--- src/rtl/bcd_stopwatch_counter_pkg.sv ---
// Shared state encodings, BCD constants and helpers for the BCD stopwatch.
// Latency: n/a (declarations only).
// Backpressure: n/a (declarations only).
package bcd_stopwatch_counter_pkg;

    typedef enum logic [1:0] {
        ST_IDLE  = 2'd0,
        ST_RUN   = 2'd1,
        ST_PAUSE = 2'd2
    } sw_state_t;

    localparam logic [3:0] BCD_MAX = 4'd9;
    localparam logic [3:0] BCD_MIN = 4'd0;

    // A digit sits at its limit when it is about to carry (up) or borrow (down).
    function automatic logic digit_at_limit(input logic [3:0] d, input logic down);
        return down ? (d == BCD_MIN) : (d == BCD_MAX);
    endfunction

endpackage

--- src/rtl/bcd_stopwatch_counter_bcd_digit.sv ---
// One decade up/down counter; carry/borrow chained digit to digit.
// Latency: value updates on the clock edge where step and carry_in are both high.
// Backpressure: none; steps are accepted every cycle.
module bcd_digit
    import bcd_stopwatch_counter_pkg::*;
(
    input  logic       i_Clk,
    input  logic       i_Rst_L,
    input  logic       clr,
    input  logic       step,
    input  logic       down,
    input  logic       carry_in,
    output logic [3:0] digit,
    output logic       carry_out
);

    // Ripple out only when every lower digit (via carry_in) and this one are at limit.
    assign carry_out = carry_in & digit_at_limit(digit, down);

    // Decade count: 9 -> 0 going up, 0 -> 9 going down; 10..15 are unreachable.
    always_ff @(posedge i_Clk or negedge i_Rst_L) begin
        if (!i_Rst_L) begin
            digit <= BCD_MIN;
        end else if (clr) begin
            digit <= BCD_MIN;
        end else if (step && carry_in) begin
            if (down) begin
                digit <= (digit == BCD_MIN) ? BCD_MAX : digit - 4'd1;
            end else begin
                digit <= (digit == BCD_MAX) ? BCD_MIN : digit + 4'd1;
            end
        end
    end

endmodule

--- src/rtl/bcd_stopwatch_counter.sv ---
// N-digit BCD stopwatch with play/pause/clear, up/down, wrap or saturate; lap hold under STOPWATCH_LAP_EN.
// Latency: button presses act on the edge they are sampled; outputs are registered (visible next cycle).
// Backpressure: none; free-running core, buttons are level inputs edge-detected internally.
module bcd_stopwatch_counter
    import bcd_stopwatch_counter_pkg::*;
#(
    parameter int NUM_DIGITS      = 4,
    parameter int TICKS_PER_COUNT = 25000000,
    parameter int SATURATE        = 0
) (
    input  logic                    i_Clk,
    input  logic                    i_Rst_L,
    input  logic                    i_Start_Stop,
    input  logic                    i_Clear,
    input  logic                    i_Lap,
    input  logic                    i_Down,
    output logic [4*NUM_DIGITS-1:0] o_Digits,
    output logic                    o_Running,
    output logic                    o_Wrap,
    output logic                    o_Lap_Hold
);

    localparam int TICK_W = $clog2(TICKS_PER_COUNT);
    localparam logic [TICK_W-1:0] TICK_LAST = TICK_W'(TICKS_PER_COUNT - 1);

    sw_state_t               state;
    logic [TICK_W-1:0]       tick_q;
    logic                    start_prev;
    logic                    clear_prev;
    logic                    running_q;
    logic                    wrap_q;
    logic [4*NUM_DIGITS-1:0] count_q;
    logic [NUM_DIGITS:0]     carry;

    logic start_p;
    logic clear_p;
    logic step_ok;
    logic at_limit;
    logic near_limit;
    logic count_step;
    logic count_clr;

    // Previous-level registers reset high so a button held through reset is not a press.
    always_ff @(posedge i_Clk or negedge i_Rst_L) begin
        if (!i_Rst_L) begin
            start_prev <= 1'b1;
            clear_prev <= 1'b1;
        end else begin
            start_prev <= i_Start_Stop;
            clear_prev <= i_Clear;
        end
    end

    assign start_p = i_Start_Stop & ~start_prev;
    assign clear_p = i_Clear & ~clear_prev;

    // A step is due on the last tick of a period in RUN; clear on the same edge cancels it.
    assign step_ok    = (state == ST_RUN) && (tick_q == TICK_LAST) && !clear_p;
    assign at_limit   = carry[NUM_DIGITS];
    assign count_step = step_ok && !((SATURATE != 0) && at_limit);
    assign count_clr  = clear_p || (state == ST_IDLE);

    // One step away from the limit: digit 0 is 8 (up) or 1 (down), all higher digits already at limit.
    always_comb begin
        near_limit = (count_q[3:0] == (i_Down ? (BCD_MIN + 4'd1) : (BCD_MAX - 4'd1)));
        for (int k = 1; k < NUM_DIGITS; k++) begin
            near_limit = near_limit & digit_at_limit(count_q[4*k +: 4], i_Down);
        end
    end

    // Tick counter: zero in IDLE or on clear, frozen in PAUSE, free-running modulo period in RUN.
    always_ff @(posedge i_Clk or negedge i_Rst_L) begin
        if (!i_Rst_L) begin
            tick_q <= '0;
        end else if (clear_p || (state == ST_IDLE)) begin
            tick_q <= '0;
        end else if (state == ST_RUN) begin
            tick_q <= (tick_q == TICK_LAST) ? '0 : tick_q + 1'b1;
        end
    end

    // Control FSM with registered running and wrap flags; clear beats start in every state.
    always_ff @(posedge i_Clk or negedge i_Rst_L) begin
        if (!i_Rst_L) begin
            state     <= ST_IDLE;
            running_q <= 1'b0;
            wrap_q    <= 1'b0;
        end else begin
            if (SATURATE != 0) begin
                wrap_q <= step_ok && !at_limit && near_limit;
            end else begin
                wrap_q <= step_ok && at_limit;
            end
            case (state)
                ST_IDLE: begin
                    if (start_p && !clear_p) begin
                        state     <= ST_RUN;
                        running_q <= 1'b1;
                    end
                end
                ST_RUN: begin
                    if (clear_p) begin
                        state     <= ST_IDLE;
                        running_q <= 1'b0;
                    end else if (start_p || (step_ok && (SATURATE != 0) && at_limit)) begin
                        state     <= ST_PAUSE;
                        running_q <= 1'b0;
                    end
                end
                ST_PAUSE: begin
                    if (clear_p) begin
                        state     <= ST_IDLE;
                        running_q <= 1'b0;
                    end else if (start_p) begin
                        state     <= ST_RUN;
                        running_q <= 1'b1;
                    end
                end
                default: begin
                    state     <= ST_IDLE;
                    running_q <= 1'b0;
                end
            endcase
        end
    end

    assign carry[0] = 1'b1;

    for (genvar k = 0; k < NUM_DIGITS; k++) begin : g_digit
        bcd_digit u_digit (
            .i_Clk     (i_Clk),
            .i_Rst_L   (i_Rst_L),
            .clr       (count_clr),
            .step      (count_step),
            .down      (i_Down),
            .carry_in  (carry[k]),
            .digit     (count_q[4*k +: 4]),
            .carry_out (carry[k+1])
        );
    end

    assign o_Running = running_q;
    assign o_Wrap    = wrap_q;

`ifdef STOPWATCH_LAP_EN
    logic                    lap_prev;
    logic                    hold_q;
    logic [4*NUM_DIGITS-1:0] lap_q;
    logic                    lap_p;

    assign lap_p = i_Lap & ~lap_prev;

    // Lap hold: snapshot in RUN, any later lap press releases, clear releases.
    always_ff @(posedge i_Clk or negedge i_Rst_L) begin
        if (!i_Rst_L) begin
            lap_prev <= 1'b1;
            hold_q   <= 1'b0;
            lap_q    <= '0;
        end else begin
            lap_prev <= i_Lap;
            if (clear_p) begin
                hold_q <= 1'b0;
            end else if (lap_p) begin
                if (hold_q) begin
                    hold_q <= 1'b0;
                end else if (state == ST_RUN) begin
                    hold_q <= 1'b1;
                    lap_q  <= count_q;
                end
            end
        end
    end

    assign o_Lap_Hold = hold_q;
    assign o_Digits   = hold_q ? lap_q : count_q;
`else
    logic lap_unused;
    assign lap_unused = i_Lap;
    assign o_Lap_Hold = 1'b0;
    assign o_Digits   = count_q;
`endif

endmodule
--- config.mk ---
export PLATFORM = sky130hd
export DESIGN_NAME = bcd_stopwatch_counter
export DESIGN_NICKNAME = d
export VERILOG_FILES = /design/src/rtl/bcd_stopwatch_counter_pkg.sv /design/src/rtl/bcd_stopwatch_counter_bcd_digit.sv /design/src/rtl/bcd_stopwatch_counter.sv
export SDC_FILE = /design/constraint.sdc
export NUM_CORES = 1
export LEC_CHECK = 0
export BUFFER_PORTS_ARGS = -buffer_cell sky130_fd_sc_hd__buf_4
export CAP_MARGIN = 0
export CORE_ASPECT_RATIO = 2
export CORE_MARGIN = 1.5
export CORE_UTILIZATION = 55
export DETAILED_ROUTE_END_ITERATION = 10
export PLACE_DENSITY_LB_ADDON = 0.2
export SETUP_SLACK_MARGIN = 0.02
export SYNTH_ARGS = -nofsm -noshare
export SYNTH_HDL_FRONTEND = slang
export SYNTH_SLANG_ARGS = --single-unit
--- constraint.sdc ---
create_clock -name i_Clk -period 1.8 [get_ports i_Clk]
set_clock_uncertainty 0.05 [all_clocks]
set_input_delay 0.27 -clock i_Clk [delete_from_list [all_inputs] [get_ports i_Clk]]
set_output_delay 0.27 -clock i_Clk [all_outputs]
set_load 0.005 [all_outputs]
[Word level (Yosys, flattened, before mapping)]
Cells that the tools add are included.
Operators by class
  eq/ne operators: 10
  reductions and logical operators: 20
  multiplexer cells: 39
  bitwise logic cells: 7
  add/subtract/negate cells: 9
Operator list (count)
  $mux W4: 20
  $mux W25: 3
  $add A25 B1 Y25 const B: 1
  $eq A25 B25 Y1 const B: 1
  $add A4 B1 Y4 const B: 4
  $eq A4 B4 Y1 const B: 4
  $logic_not A4 Y1: 4
  $sub A4 B1 Y4 const B: 4
  $mux W2: 5
  $reduce_bool A2 Y1: 5
  $mux W1: 9
  $logic_and A1 B1 Y1: 7
  $ne A3 B3 Y1 const B: 2
  $pmux W2 S3: 1
  $and A1 B1 Y1: 5
  $pmux W1 S3: 1
  $reduce_and A3 Y1: 1
  $eq A2 B1 Y1 const B: 1
  $eq A2 B2 Y1 const B: 1
  $logic_not A2 Y1: 1
  $ne A2 B1 Y1 const B: 1
  $not A1 Y1: 2
  $logic_not A1 Y1: 1
  $logic_or A1 B1 Y1: 1
Storage, ports and cells
  register bits after elaboration: 47
  input bits: 6
  output and inout port bits: 19
  logic and storage cells: 95

[Depth between registers and ports, before layout]
Gate-level depths: netlist of run 1.
  depth in word-level cells: 7
  gate-level depth with buffers: 8

[By module]
A second synthesis of run 1 with hierarchy kept.
Unflattened totals
  cell total of the unflattened synthesis: 360
  area, all modules: 3164.3 µm²
Modules (own cells, without submodules)
  bcd_stopwatch_counter: cells an instance 192, area an instance 1737.9 µm², instances 1
  bcd_digit: cells an instance 42, area an instance 356.6 µm², instances 4

[Worst setup path before layout of run 1]
OpenSTA, ideal clock, no wires.
  path type: reg2reg
  start point: register tick_q[0]
  end point: register tick_q[8]
  cell stages (with the launch flop): 9
  period minus slack after synthesis: 1.988 ns
  buffers on the path: 2
  data arrival time: 1.800 ns
  setup slack: -0.188 ns
  path through: dfrtp_1 ha_1 and4_1 nand4_4 o21a_2 buf_2 buf_2 a21oi_1 a31oi_1
On the way
  longest elaborated chain between the ends: 4
  elaborated cells on any way between the ends: 5
  those cells by class: add/sub (1); eq/ne (1); mux (3)
Ends and longest elaborated chain
  from (decl): line bcd_stopwatch_counter.sv:27  | logic [TICK_W-1:0] tick_q;
  from (signal assigned): line bcd_stopwatch_counter.sv:78  | tick_q <= (tick_q == TICK_LAST) ? '0 : tick_q + 1'b1;
  $add A25 B1 Y25 or $eq A25 B25 Y1 (tied branches): line bcd_stopwatch_counter.sv:78
  $mux W25 (*): line bcd_stopwatch_counter.sv:78
  $mux W25 (*): line bcd_stopwatch_counter.sv:77  | end else if (state == ST_RUN) begin
  $mux W25 (*): line bcd_stopwatch_counter.sv:75  | end else if (clear_p || (state == ST_IDLE)) begin
Mark *: on every way between the ends. The rest lies on a longest branch, timed or not. The select of a mux whose other input is x is not followed.
A chain may end at the register's enable or synchronous reset.

[Final worst setup path of run 1]
  start point: register tick_q[1]
  end point: register tick_q[24]
The elaborated chain is that of the path after synthesis.

==> impl_metrics.json, run 1 <==
{
  "status": "finished with violations",
  "violations": "setup timing",
  "synth_edf_count": 0,
  "cts_made_buffers": 5,
  "synth.distinct_cells": 78,
  "grt_pass1_vias": 2948,
  "clockRootBuffer": "clkbuf_16",
  "fin_crit_sh_pct": 105,
  "antenna_left": 0,
  "track_usage_pct": 26.7,
  "slowest_delay_ns": 0.36,
  "cts.clk_slew.worst_paths_ns": 0.06,
  "start_kind": "register",
  "power.leakage_nw": 1.86,
  "slew_headroom_pct": 58.1,
  "hold_class": "in2reg",
  "worstSkewPairLatency_ns": 0.29,
  "num_rows": 39,
  "crit_chain": "ha_2, nand4_1, or2_4, nor4_2, nor3b_1, a21o_1",
  "ys_ff_latch": 47,
  "cp.required_ns": 1.99,
  "yosysWarningCount": 0,
  "cts_tree": "built",
  "drcViolationCount": 0,
  "hpwl_mm": 5.72,
  "syn_inst": 369,
  "power_density_mw_per_mm2": 586,
  "hold_violations": 0,
  "worstSetupEndpointType": "register",
  "grt-ovfl-total": 0,
  "cpLargestDelayFamily": "simple AND/OR/NAND/NOR gates",
  "slowest_stage": "dfrtp_1",
  "timing.setup.tns_ns": -0.799,
  "placed_area_mm2": 0.00378,
  "irDropWorstVdd_mv": 0.748,
  "diodes": 0,
  "cp_max_fo": 3,
  "layout_setup_ws_ns": -0.0888,
  "io_buffers": 22,
  "dr.pass1.iters": 4,
  "final_util_pct": 74.4,
  "ys_async_sr_fraction_pct": 100,
  "ys_seq_area_share_pct": 36.1,
  "start_util_pct": 57.1,
  "num_io_pins": 25,
  "cts_max_level": 2,
  "antenna_found_initial": 0,
  "grt_first_pass_wirelength_mm": 13.6,
  "die_area_mm2": 0.00643,
  "fin_nets": 448,
  "post_drt_via_cell_ratio": 6.45,
  "drv_slew": 0,
  "syn2layout_area_growth_pct": 30.2,
  "avgSynthCellArea_um2": 8.84,
  "wl_per_cell_um": 18.0,
  "coreArea_mm2": 0.00571,
  "drive_above_1_share_pct": 37.3,
  "fmax_ghz": 0.529,
  "final_area_mm2": 0.00425,
  "clock_sinks": 47,
  "post-place-ws_ns": -0.154,
  "rsz0062_at_grt": "true",
  "vias": 3244,
  "wl_mm": 9.04,
  "cts_max_path_buffers": 2,
  "syn_nets": 376,
  "gp_congestion": 0.854,
  "hold_ws_ns": 0.0471,
  "period_minus_slack_ns": 1.89,
  "netlist_area_mm2": 0.00326,
  "max-cap-violations": 0,
  "fp.dieW_um": 57.5,
  "path_class": "reg2reg",
  "arrival_ns": 2.07,
  "worst_pin_slew_ns": 0.628,
  "drtIter0Drc": 191,
  "grt_max_degree": 48,
  "mostFrequentLayoutCell": "buf_4",
  "nFillCells": 430,
  "synthFlopType": "dfrtp_1",
  "crit_buf_inv": 0,
  "setup_viol": 23,
  "die_height_um": 112,
  "final_cell_mix": "82 x buf_4, 44 x dfrtp_1, 38 x nand2_1"
}
-- cell usage after synthesis, types with 4 or more instances --
cell       n  share of area (%)
and3_1     4               0.77
buf_2      6               0.92
mux2i_1   10                3.1
o21ai_0   23                3.5
a21oi_1   20                3.1
a41oi_1    6                1.6
nor3_1     5               0.77
nand4_1    8                1.5
dfrtp_1   45                 35
nand3_1   18                2.8
and2_1     4               0.77
nor2_1    27                3.1
nand2b_1  12                2.3
inv_1      8               0.92
xor2_1     4                1.1
o22ai_1    7                1.3
a31oi_1   19                3.6
nand2_1   40                4.6
clkbuf_1  11                1.3
-- area by class of cell --
| type | count | area [µm²] | share of cell area, % |
|---|---|---|---|
| repair buffers | 91 | 724 | 17.1 |
| multi-input cells | 287 | 2080 | 48.9 |
| inverters | 9 | 33.8 | 0.795 |
| flip-flops and latches | 47 | 1180 | 27.8 |
| clock buffers | 8 | 156 | 3.68 |
| well taps | 61 | 76.3 | 1.80 |
-- sequential cells by signal (all words and copies together), names as in the netlist --
signal	count
state	2
tick_q	25
g_digit.u_digit.digit	16
clear_prev	1
o_Running	1
start_prev	1
o_Wrap	1
-- repair_timing --
action,CTS,global route
hold endpoints to repair,45,0
endpoints found under the setup margin,30,40
hold buffers,1,0
setup buffers,5,5
pin swaps,10,11
gates resized for setup,9,28
gates cloned,0,4
-- logic make-up (layout without fill, tap and decap cells) --
group	count (synthesis)	in the layout	synth area share, %
xor+xnor	7	7	1.88
simple gates	152	152	27.8
flops	47	47	36.1
fa+ha+maj	1	1	0.384
buf+inv	39	108	7.21
mux	12	12	3.76
other cells	1	1	0.115
compound gates	110	114	22.7
-- worst paths after layout --
kind / from / end / slack, ns / cells past startpoint
worst max-delay path: tick_q[1] / tick_q[24] / -0.09 / 6
worst min-delay path: i_Start_Stop / start_prev / 0.05 / 1
worst max register to register: tick_q[1] / tick_q[24] / -0.09 / 6
worst min register to register: tick_q[21] / tick_q[21] / 0.45 / 1
max in group asynchronous: i_Rst_L / tick_q[2] / 0.76 / 2
min in group asynchronous: i_Rst_L / g_digit[0].u_digit.digit[0] / 0.48 / 2
-- metal layers --
metal	vias to the layer above	GRT usage (%)	wire length, µm
li1	1515	-	-
met1	1592	27.1	3200
met2	98	51.1	5210
met3	39	3.95	265
met4	0	11.2	363
met5	-	0	0
-- power by group --
part	switching [W]	internal [W]	total, W
logic	0.000235	0.000170	0.000404
registers	0.0000130	0.00108	0.00109
clock network	0.000400	0.000592	0.000992
total	0.000648	0.00184	0.00249
-- through the flow --
| stage | std cells | total power, W |
|---|---|---|
| global route | 503 | 0.00257 |
| detailed placement | 480 | 0.00145 |
| floorplan | 369 | 0.00132 |
| CTS | 494 | 0.00244 |
| global placement | 480 | 0.00144 |
| finish | 503 | 0.00249 |
Power figures use the tool's default switching activity.
==> inputs of run 2 (changes only) <==
--- a/config.mk
+++ b/config.mk
@@ -9,10 +9,11 @@
 export CAP_MARGIN = 0
 export CORE_ASPECT_RATIO = 2
 export CORE_MARGIN = 1.5
-export CORE_UTILIZATION = 55
+export CORE_UTILIZATION = 61
 export DETAILED_ROUTE_END_ITERATION = 10
 export PLACE_DENSITY_LB_ADDON = 0.2
 export SETUP_SLACK_MARGIN = 0.02
 export SYNTH_ARGS = -nofsm -noshare
 export SYNTH_HDL_FRONTEND = slang
 export SYNTH_SLANG_ARGS = --single-unit
+export TNS_END_PERCENT = 1
==> constraint.sdc (replaced) <==
create_clock -name i_Clk -period 2.05 [get_ports i_Clk]
set_clock_uncertainty 0.05 [all_clocks]
set_input_delay 0.3075 -clock i_Clk [delete_from_list [all_inputs] [get_ports i_Clk]]
set_output_delay 0.3075 -clock i_Clk [all_outputs]
set_load 0.005 [all_outputs]
==> run 2 against run 1 <==
Against the previous run:
- the flow now finishes without violations
- sequential cell count is the same
- non-clock buffer count shrank 28
- sequential power shrank 12%
- utilization shrank 2.2 points
- register-to-register slack gained 0.17 ns
- clock-buffer cell count is the same
- first-iteration DRC count shrank 69%
- combinational power shrank 34%
- cell count shrank 7.0%
- via count shrank 8.5%
- fmax shrank 3.9%
==> impl_metrics.json, run 2 (synthesis gave the netlist of run 1 again) <==
{
  "seqPwrFrac_pct": 53.7,
  "worst_pin_slew_ns": 0.628,
  "cts_made_buffers": 5,
  "r2r-start": "tick_q[9]",
  "crit_buf_inv": 1,
  "crit_chain": "nor4_4, nand4_4, nor4_4, buf_4, mux2i_1, nor2_1",
  "start_kind": "register",
  "clock_sinks": 47,
  "worstSkewPairLatency_ns": 0.31,
  "nFillCells": 409,
  "antenna_left": 0,
  "setup_viol": 0,
  "grt-ovfl-total": 0,
  "track_usage_pct": 28.0,
  "drv_slew": 0,
  "cts_max_level": 2,
  "irDropWorstVdd_mv": 0.633,
  "power.leakage_nw": 1.63,
  "grt_first_pass_wirelength_mm": 12.1,
  "start_util_pct": 63.5,
  "holdPathEnd": "start_prev",
  "power.switching_w": 0.000497,
  "switching_share_pct": 27.8,
  "timing.rr.end": "g_digit[2].u_digit.digit[3]",
  "wl_per_cell_um": 16.3,
  "post_drt_via_cell_ratio": 6.34,
  "gp_congestion": 0.805,
  "crit_top_cell": "nor4_4",
  "post_layout_nonfiller_instances": 468,
  "fin_nets": 416,
  "diodes": 0,
  "clockRootBuffer": "clkbuf_8",
  "cp.required_ns": 2.17,
  "syn2layout_area_growth_pct": 13.7,
  "num_io_pins": 25,
  "p_int_w": 0.00129,
  "cp_max_fo": 4,
  "dr.pass1.iters": 4,
  "largest_reg_flops": 25,
  "cts_tree": "built",
  "hold_class": "in2reg",
  "die_area_mm2": 0.00582,
  "hold_violations": 0,
  "drcViolationCount": 0,
  "layout_setup_ws_ns": 0.0847,
  "io_buffers": 22,
  "power_density_mw_per_mm2": 482,
  "drtIter0Drc": 59,
  "top_register": "tick_q",
  "hpwl_mm": 5.40,
  "fin_crit_sh_pct": 95.9,
  "rsz0062_at_grt": "true",
  "final_util_pct": 72.2,
  "r2r_cells": 6,
  "die_height_um": 106,
  "grt_pass1_vias": 2810,
  "num_rows": 37,
  "r2r_slack_ns": 0.08,
  "slowest_stage": "dfrtp_1",
  "worstSetupEndpointType": "register",
  "slowest_delay_ns": 0.42,
  "wl_mm": 7.65,
  "cts_max_path_buffers": 2,
  "antenna_found_initial": 0,
  "fp.dieW_um": 54.7,
  "drive_above_1_share_pct": 25.4,
  "placedCellCount": 455,
  "hold_depth": 1,
  "final_cell_mix": "62 x buf_4, 45 x dfrtp_1, 40 x nand2_1",
  "slew_headroom_pct": 57.8,
  "grt_max_degree": 48,
  "coreArea_mm2": 0.00514,
  "cts.clk_slew.worst_paths_ns": 0.08,
  "power.share.clock_pct": 31.3,
  "arrival_ns": 2.09,
  "min-delay-start": "i_Start_Stop",
  "vias": 2967,
  "max-cap-violations": 0,
  "period_minus_slack_ns": 1.97,
  "post-place-ws_ns": -0.0856,
  "top_regs": "tick_q (25), g_digit.u_digit.digit (16), state (2)",
  "cpLargestDelayFamily": "simple AND/OR/NAND/NOR gates",
  "path_class": "reg2reg",
  "fmax_ghz": 0.509,
  "mostFrequentLayoutCell": "buf_4",
  "status": "completed",
  "p_comb_share_pct": 15.0
}
[run 2: changes by cell type in the layout (fill, tap and decap cells not counted), moves of 5 or more]
| cell | delta |
|---|---|
| buf_6 | -7 |
| a41oi_2 | -6 |
| a21oi_2 | -9 |
| a41oi_1 | +6 |
| buf_4 | -20 |
| a21oi_1 | +9 |
| clkbuf_16 | -5 |
[run 2: metal layers]
layer / vias up / GRT usage (%) / part of all wire, % / wire [µm]
li1: 1437 / - / - / -
met3: 19 / 4.63 / 2.6 / 202
met4: 0 / 14.8 / 3.2 / 246
met2: 52 / 50.6 / 57 / 4370
met1: 1459 / 28.0 / 37 / 2830
met5: - / 0 / 0 / 0
[run 2: cell type report]
type,count,area [µm²],share of cell area [%]
clock buffer,8,80.1,2.16
inverter,9,33.8,0.911
multi-input combinational,283,1870,50.4
sequential,47,1180,31.8
tap,58,72.6,1.96
timing repair buffer,63,475,12.8
[run 2: timing repair]
action | 4_1_cts | 5_1_grt
endpoints found under the hold margin | 45 | 0
cloned | 0 | 0
gates resized for setup | 1 | 4
pin swaps | 1 | 2
setup endpoints to repair | 14 | 11
setup buffers | 0 | 4
hold buffers | 1 | 0
[run 2: per-stage QoR]
stage | power (W) | hold WS [ns] | cell area [µm²] | setup TNS, ns
2_1_floorplan | 0.00114 | -0.0381 | 3260 | 0
3_3_place_gp | 0.00123 | 0.307 | 3570 | 0
3_5_place_dp | 0.00124 | 0.317 | 3570 | -0.351
4_1_cts | 0.00181 | 0.0529 | 3660 | -0.00408
5_1_grt | 0.00188 | 0.0518 | 3710 | 0
6_report | 0.00179 | 0.0679 | 3710 | 0
[run 2: worst max-delay path by stage]
| stage | end | startpoint | cells after the start | slack [ns] |
|---|---|---|---|---|
| 2_1_floorplan | tick_q[8] | tick_q[0] | 8 | 0.06 |
| 3_3_place_gp | tick_q[14] | tick_q[0] | 6 | 0.03 |
| 3_5_place_dp | tick_q[23] | tick_q[0] | 6 | -0.09 |
| 4_1_cts | g_digit[2].u_digit.digit[1] | tick_q[1] | 6 | -0.004 |
| 5_1_grt | g_digit[2].u_digit.digit[3] | tick_q[9] | 6 | 0.007 |
| 6_report | g_digit[2].u_digit.digit[3] | tick_q[9] | 6 | 0.08 |
[run 2: power groups by stage]
stage / clock network [W] / logic [W] / registers, W
floorplan: 0 / 0.000162 / 0.000980
global placement: 0 / 0.000257 / 0.000977
detailed placement: 0 / 0.000264 / 0.000978
CTS: 0.000584 / 0.000269 / 0.000960
global route: 0.000614 / 0.000300 / 0.000963
finish: 0.000559 / 0.000268 / 0.000960
